--- config.mk ---
export PLATFORM = sky130hd
export DESIGN_NAME = word_unpack
export DESIGN_NICKNAME = d
export VERILOG_FILES = /design/src/rtl/word_unpack.sv
export SDC_FILE = /design/constraint.sdc
export NUM_CORES = 1
export LEC_CHECK = 0
export ABC_AREA = 1
export BUFFER_PORTS_ARGS = -buffer_cell sky130_fd_sc_hd__buf_4
export CAP_MARGIN = 20
export CELL_PAD_IN_SITES_DETAIL_PLACEMENT = 1
export CELL_PAD_IN_SITES_GLOBAL_PLACEMENT = 1
export CORE_ASPECT_RATIO = 1.75
export CORE_MARGIN = 2
export CORE_UTILIZATION = 46
export DETAILED_ROUTE_END_ITERATION = 12
export GPL_ROUTABILITY_DRIVEN = 0
export PLACE_DENSITY_LB_ADDON = 0.1
export SLEW_MARGIN = 20
export SYNTH_ARGS = -nofsm -noshare
export SYNTH_HDL_FRONTEND = slang
export SYNTH_SLANG_ARGS = --single-unit
--- constraint.sdc ---
create_clock -name clk_i -period 2.9 [get_ports clk_i]
set_input_delay 0.435 -clock clk_i [delete_from_list [all_inputs] [get_ports clk_i]]
set_output_delay 0.435 -clock clk_i [all_outputs]
set_load 0.01 [all_outputs]
--- src/rtl/word_unpack.sv ---
// Word-to-byte unpacker: buffers {swap, keep, data} words in a small FIFO and replays the
// kept bytes of each word, in the selected order, over a valid/ready byte interface.
module word_unpack #(
    parameter int unsigned FIFO_DEPTH = 4,
    parameter int unsigned CNT_W      = 16
) (
    input  logic             clk_i,
    input  logic             rst_i,
    input  logic             in_valid_i,
    output logic             in_ready_o,
    input  logic [15:0]      in_data_i,
    input  logic [1:0]       in_keep_i,
    input  logic             in_swap_i,
    output logic             out_valid_o,
    input  logic             out_ready_i,
    output logic [7:0]       out_data_o,
    output logic             out_last_o,
    output logic [CNT_W-1:0] byte_cnt_o
);

    localparam int unsigned AW = $clog2(FIFO_DEPTH);

    localparam logic [1:0] StIdle   = 2'd0;
    localparam logic [1:0] StFirst  = 2'd1;
    localparam logic [1:0] StSecond = 2'd2;

    logic [18:0]      mem_q [FIFO_DEPTH];
    logic [AW:0]      wr_ptr_q, wr_ptr_d, rd_ptr_q, rd_ptr_d;
    logic             in_ready_q, in_ready_d;
    logic             fifo_empty, push, pop, fire, do_fetch;
    logic [18:0]      head;
    logic             head_swap;
    logic [1:0]       head_keep;
    logic [7:0]       head_hi, head_lo;
    logic             fetch_valid, fetch_two;
    logic [7:0]       fetch_first, fetch_second;

    logic [1:0]       state_q, state_d;
    logic             out_valid_q, out_valid_d;
    logic [7:0]       out_data_q, out_data_d;
    logic             out_last_q, out_last_d;
    logic [7:0]       second_q, second_d;
    logic             has_second_q, has_second_d;
    logic [CNT_W-1:0] byte_cnt_q, byte_cnt_d;

    assign fifo_empty = (wr_ptr_q == rd_ptr_q);
    assign push       = in_valid_i && in_ready_q;
    assign fire       = out_valid_q && out_ready_i;

    assign head      = mem_q[rd_ptr_q[AW-1:0]];
    assign head_swap = head[18];
    assign head_keep = head[17:16];
    assign head_hi   = head[15:8];
    assign head_lo   = head[7:0];

    // First/second byte of the head entry; keep==00 entries are dropped on fetch.
    assign fetch_valid  = !fifo_empty && (head_keep != 2'b00);
    assign fetch_two    = (head_keep == 2'b11);
    assign fetch_first  = fetch_two ? (head_swap ? head_lo : head_hi)
                                    : (head_keep[1] ? head_hi : head_lo);
    assign fetch_second = head_swap ? head_hi : head_lo;

    always_comb begin
        state_d      = state_q;
        out_valid_d  = out_valid_q;
        out_data_d   = out_data_q;
        out_last_d   = out_last_q;
        second_d     = second_q;
        has_second_d = has_second_q;
        pop          = 1'b0;
        do_fetch     = 1'b0;

        case (state_q)
            StIdle:   do_fetch = 1'b1;
            StFirst: begin
                if (out_ready_i) begin
                    if (has_second_q) begin
                        out_data_d = second_q;
                        out_last_d = 1'b1;
                        state_d    = StSecond;
                    end else begin
                        do_fetch = 1'b1;
                    end
                end
            end
            StSecond: if (out_ready_i) do_fetch = 1'b1;
            default: begin
                state_d     = StIdle;
                out_valid_d = 1'b0;
            end
        endcase

        if (do_fetch) begin
            pop = !fifo_empty;
            if (fetch_valid) begin
                out_valid_d  = 1'b1;
                out_data_d   = fetch_first;
                out_last_d   = !fetch_two;
                second_d     = fetch_second;
                has_second_d = fetch_two;
                state_d      = StFirst;
            end else begin
                out_valid_d = 1'b0;
                state_d     = StIdle;
            end
        end
    end

    assign wr_ptr_d   = wr_ptr_q + {{AW{1'b0}}, push};
    assign rd_ptr_d   = rd_ptr_q + {{AW{1'b0}}, pop};
    // Registered ready: a pop while full only frees a slot from the next cycle on.
    assign in_ready_d = !((wr_ptr_d[AW] != rd_ptr_d[AW]) &&
                          (wr_ptr_d[AW-1:0] == rd_ptr_d[AW-1:0]));
    assign byte_cnt_d = byte_cnt_q + {{(CNT_W-1){1'b0}}, fire};

    always_ff @(posedge clk_i) begin
        if (push) mem_q[wr_ptr_q[AW-1:0]] <= {in_swap_i, in_keep_i, in_data_i};
    end

    always_ff @(posedge clk_i or posedge rst_i) begin
        if (rst_i) begin
            wr_ptr_q     <= '0;
            rd_ptr_q     <= '0;
            in_ready_q   <= 1'b0;
            state_q      <= StIdle;
            out_valid_q  <= 1'b0;
            out_data_q   <= '0;
            out_last_q   <= 1'b0;
            second_q     <= '0;
            has_second_q <= 1'b0;
            byte_cnt_q   <= '0;
        end else begin
            wr_ptr_q     <= wr_ptr_d;
            rd_ptr_q     <= rd_ptr_d;
            in_ready_q   <= in_ready_d;
            state_q      <= state_d;
            out_valid_q  <= out_valid_d;
            out_data_q   <= out_data_d;
            out_last_q   <= out_last_d;
            second_q     <= second_d;
            has_second_q <= has_second_d;
            byte_cnt_q   <= byte_cnt_d;
        end
    end

    assign in_ready_o  = in_ready_q;
    assign out_valid_o = out_valid_q;
    assign out_data_o  = out_data_q;
    assign out_last_o  = out_last_q;
    assign byte_cnt_o  = byte_cnt_q;

endmodule

Word-level counts from Yosys, hierarchy flattened
Memories as Yosys holds them, arrays and structs flattened.
Index checks and enable logic that the tools add are counted.
{"block": "classes", "n_addsub": 3, "n_eq_ne": 10, "n_mux": 29, "reduce_logical": 13}
{"cell": "$mux W8", "count": 9}
{"cell": "$add A16 B1 Y16", "count": 1}
{"cell": "$mux W1", "count": 15}
{"cell": "$add A3 B1 Y3", "count": 2}
{"cell": "$mux W2", "count": 3}
{"cell": "$ne A3 B3 Y1 const B", "count": 2}
{"cell": "$eq A2 B2 Y1 const B", "count": 2}
{"cell": "$logic_and A1 B1 Y1", "count": 4}
{"cell": "$ne A2 B1 Y1 const B", "count": 2}
{"cell": "$pmux W2 S2", "count": 1}
{"cell": "$eq A3 B3 Y1", "count": 1}
{"cell": "$logic_not A1 Y1", "count": 3}
{"cell": "$pmux W1 S3", "count": 1}
{"cell": "$reduce_and A3 Y1", "count": 1}
{"cell": "$reduce_or A3 Y1", "count": 1}
{"cell": "$eq A2 B1 Y1 const B", "count": 1}
{"cell": "$eq A2 B2 Y1", "count": 1}
{"cell": "$logic_not A2 Y1", "count": 1}
{"cell": "$reduce_and A2 Y1", "count": 1}
{"cell": "$reduce_bool A2 Y1", "count": 1}
{"cell": "$reduce_or A2 Y1", "count": 1}
{"cell": "$ne A1 B1 Y1", "count": 1}
{"block": "totals", "reg_bits": 44, "ram_bits": 76, "inputBits": 23, "n_memories": 1}
{"memory": "mem_q", "words": 4, "width": 19, "read_ports": 1, "rd_clocked_by_memory_dff": 0, "wr": 1, "line": "27", "text": "logic [18:0] mem_q [FIFO_DEPTH];"}

Logic depth before layout (Yosys ltp)
{"block": "depth", "ltp_word": 8, "mapped_depth": 13, "depth_no_buf": 11}

Worst setup path after synthesis
No wires, ideal clock.
{"block": "synth_timing", "path_kind": "input to register", "startpoint": "input in_valid_i", "endpoint": "memory mem_q[2][0] (enable)", "setup_ns": 0.419, "arrival_time_ns": 1.874, "required_ns": 2.481, "path_slack_ns": 0.607, "stages": 2, "cell_sequence": "nand2_1 -> nor3_1"}
{"block": "synth_between", "elab_chain_len": 3}
{"element": "start, declared", "line": "9", "text": "input logic in_valid_i,"}
{"element": "$logic_and A1 B1 Y1", "line": "47", "text": "assign push = in_valid_i && in_ready_q;"}
{"element": "$mux W1", "line": "117", "text": "if (push) mem_q[wr_ptr_q[AW-1:0]] <= {in_swap_i, in_keep_i, in_data_i};"}
{"element": "$mux W1 (implied by the code)", "line": "117"}
{"element": "end, declared", "line": "27"}
No other way between the ends.

Worst setup path in the final report
{"block": "layout_timing", "startpoint": "register rd_ptr_q[0]", "endpoint": "register has_second_q"}
{"block": "layout_between", "elab_chain_len": 4, "word_cells_on_any_way": 7, "cone_classes": "2 x eq/ne; 4 x reduce/logical; 1 x memory"}
{"element": "start, declared", "line": "28", "text": "logic [AW:0] wr_ptr_q, wr_ptr_d, rd_ptr_q, rd_ptr_d;"}
{"element": "start signal, assigned", "line": "134", "text": "rd_ptr_q <= rd_ptr_d;"}
{"element": "$mem_v2 Z4 W19 or $eq A3 B3 Y1 (tied branches)"}
{"element": "$reduce_bool A2 Y1 or $logic_not A1 Y1 (tied branches)", "line": "57", "text": "assign fetch_valid = !fifo_empty && (head_keep != 2'b00);"}
{"element": "$logic_and A1 B1 Y1", "line": "57"}
{"element": "$reduce_and A2 Y1 (no source line)"}
{"element": "end signal, assigned", "line": "141", "text": "has_second_q <= has_second_d;"}
{"element": "end, declared", "line": "43", "text": "logic has_second_q, has_second_d;"}
Several ways; a longest one is shown, not always the timed one.
A chain may end at the register's enable or synchronous reset.

==> reports/metrics.csv <==
metric;value;unit
status;finished clean;
RSZ-0062 raised after global routing;false;
post-synth top area cell;edfxtp_1;
drt pass-1 iters;6;
core area;0.0115;mm2
Syn Inst Count;538;
layout cells sized above 1;17.2;%
placed insts;712;
Post-Layout Cell Count;744;
final setup violation count;0;
global-route wire length before repair;20000;um
switching part of the total power;40.6;%
Worst setup SP type;flip-flop;
IO Count;50;
Resized Gates After CTS;0;
worst slew pin tran;0.886;ns
drt total wl;12000;um
Max Fanout on Critical Path;40;
Ant. Diodes;0;
ys flop type;edfxtp_1;
wire length per cell;16.1;um
worst min-delay path category;input port to async pin;
Fmax;473;MHz
Starting Density;46.8;%
Slew HR;40.9;%
post-synth top area share;42.6;%
sequential share of the synthesized area;63.1;%
Flop pwr share;32.9;%
combinational power share;40.3;%
initial antenna violation count;0;
DR iter-0 viols;134;
Netlist cell types;25;
Final period util;73.0;%
antenna-violating nets left;0;
area delta synth->final;19.9;%
Slew Limit Fails;0;
DRC viols;0;
Die X;85.6;um
Worst Setup End Kind;flip-flop;
most frequent cell after synthesis;nand2_1;
syn_area_per_cell;9.96;um2
Worst Hold Margin;0.207;ns
final instance area;0.00642;mm2
top cells by count, synth;nand2_1 (185), edfxtp_1 (76), nand3_1 (69), dfrtp_1 (44), inv_1 (42);
met2 routed WL;6770;um
Post-CTS Repair Setup Buffers;0;
CTS sink cnt;120;
vias in the first global route;4106;
Worst-path clk slew;0.06;ns
endpoints failing hold;0;
WL met3;383;um
CP required;3.20;ns
switching power total;3.11;mW
clock latency on the worst-skew pair;0.42;ns
Mapped Area;0.00536;mm2
die height;147;um
Root Buffer;clkbuf_16;
Top Metal Used;met4;
total number of vias;3904;
Int Pwr;4.55;mW
Crit Path Class;flip-flop to flip-flop;
CTS tree;yes;
All-Layer GR Usage;20.7;%
Placed Area;0.00585;mm2
row count;52;
Synth Register Bits;120;
Area contributors post-synth;edfxtp_1 (43%), dfrtp_1 (21%), nand2_1 (13%);
P per Cell Area;1190;mW/mm2
MaxCap Viol Count;0;
P_leak;2.91;nW
Detailed Place HPWL;8210;um
TritonCTS Buffers;17;
Worst IR Drop VDD;0.652;mV
Tmin final;2.12;ns
Post-CTS Hold Buffers;0;
Nets;625;
via/cell ratio;5.25;
number of synthesized flops with an enable pin;76;
total die area;0.0126;mm2
setup TNS;0;ns
ys async rst share;36.7;%
Max clock buf depth;2;
skew final;0.00683;ns
clock power share;26.8;%
routed length on met1;4410;um
pin count of the biggest net entering global routing;45;
worst path arrival time;2.41;ns
syn nets;567;
total gr overflow;0;
H-tree Lvls;4;
YS warnings;0;
IO buf count;49;
==> per-stage QoR <==
step	util, %	worst slack [ns]	power (mW)
2_1_floorplan	-	0.607	4.88
3_3_place_gp	51.0	0.874	5.51
3_5_place_dp	51.0	0.778	5.66
4_1_cts	56.1	0.741	7.77
5_1_grt	56.1	0.507	8.28
6_report	56.1	0.784	7.66
==> final timing paths <==
path / cells past startpoint / slack, ns / startpoint / to
max: 10 / 0.78 / rd_ptr_q[0] / has_second_q
min: 2 / 0.21 / rst_i / byte_cnt_o[1]
max reg2reg: 10 / 0.78 / rd_ptr_q[0] / has_second_q
min reg2reg: 1 / 0.48 / byte_cnt_o[15] / byte_cnt_o[15]
max in group asynchronous: 2 / 2.13 / rst_i / byte_cnt_o[7]
min in group clk_i: 1 / 0.21 / in_data_i[6] / mem_q[2][6]
==> state kept, by name (all words and copies together), names as in the netlist <==
| register | count |
|---|---|
| byte_cnt_o | 16 |
| has_second_q | 1 |
| in_ready_o | 1 |
| mem_q | 76 |
| out_data_o | 8 |
| out_last_o | 1 |
| out_valid_o | 1 |
| rd_ptr_q | 3 |
| second_q | 8 |
| state_q | 2 |
| wr_ptr_q | 3 |
==> final cells by class <==
type                       instances  area (um2)
fill                            1256        5030
sequential                       120        3380
multi-input combinational        355        1690
timing repair buffer              57         428
clock buffer                      17         425
inverter                          45         171
tap                              135         169
clock inverter                    15         154
==> metal layers <==
layer,global-route usage [%],up-vias
li1,-,1891
met1,21.3,1906
met2,38.9,78
met3,3.93,29
met4,10.3,0
met5,0,-
==> placed cells by master (no fill, tap or decap), drive strengths merged, types with 6 or more instances in the layout <==
master and count:
xnor2 9, nor3 8, dfrtp 44, xor2 12
nand2 191, inv 54, nand3 69, clkbuf 17
ha 6, buf 57, o21ai 28, nor2 25
edfxtp 76
==> power groups by stage <==
stage | Clock (mW) | Combinational [mW] | Sequential, mW
after global routing | 2.15 | 3.56 | 2.57
after floorplan | 0 | 2.32 | 2.56
after detailed placement | 0 | 3.11 | 2.55
after CTS | 2.08 | 3.15 | 2.53
final | 2.05 | 3.09 | 2.52
after global placement | 0 | 2.98 | 2.53
==> logic make-up after synthesis <==
family / after synthesis / share of synthesized area, %
buffers and inverters: 63 / 5.60
AO/OA/AOI/OAI: 30 / 2.85
adder cells (fa/ha/maj): 6 / 1.40
XOR/XNOR: 21 / 3.43
AND/OR/NAND/NOR: 298 / 23.6
flip-flops: 120 / 63.1
==> critical path, stage by stage (launching register included) <==
cell     delay [ns]
dfrtp_1        0.42
buf_4          0.40
nand2_1        0.13
nand3_1        0.13
nand2_2        0.15
nand2_1        0.11
inv_2          0.06
nor2_8         0.29
inv_4          0.13
nand2_1        0.09
nand2_1        0.07
Note: power is estimated with default switching activity, not from simulation.
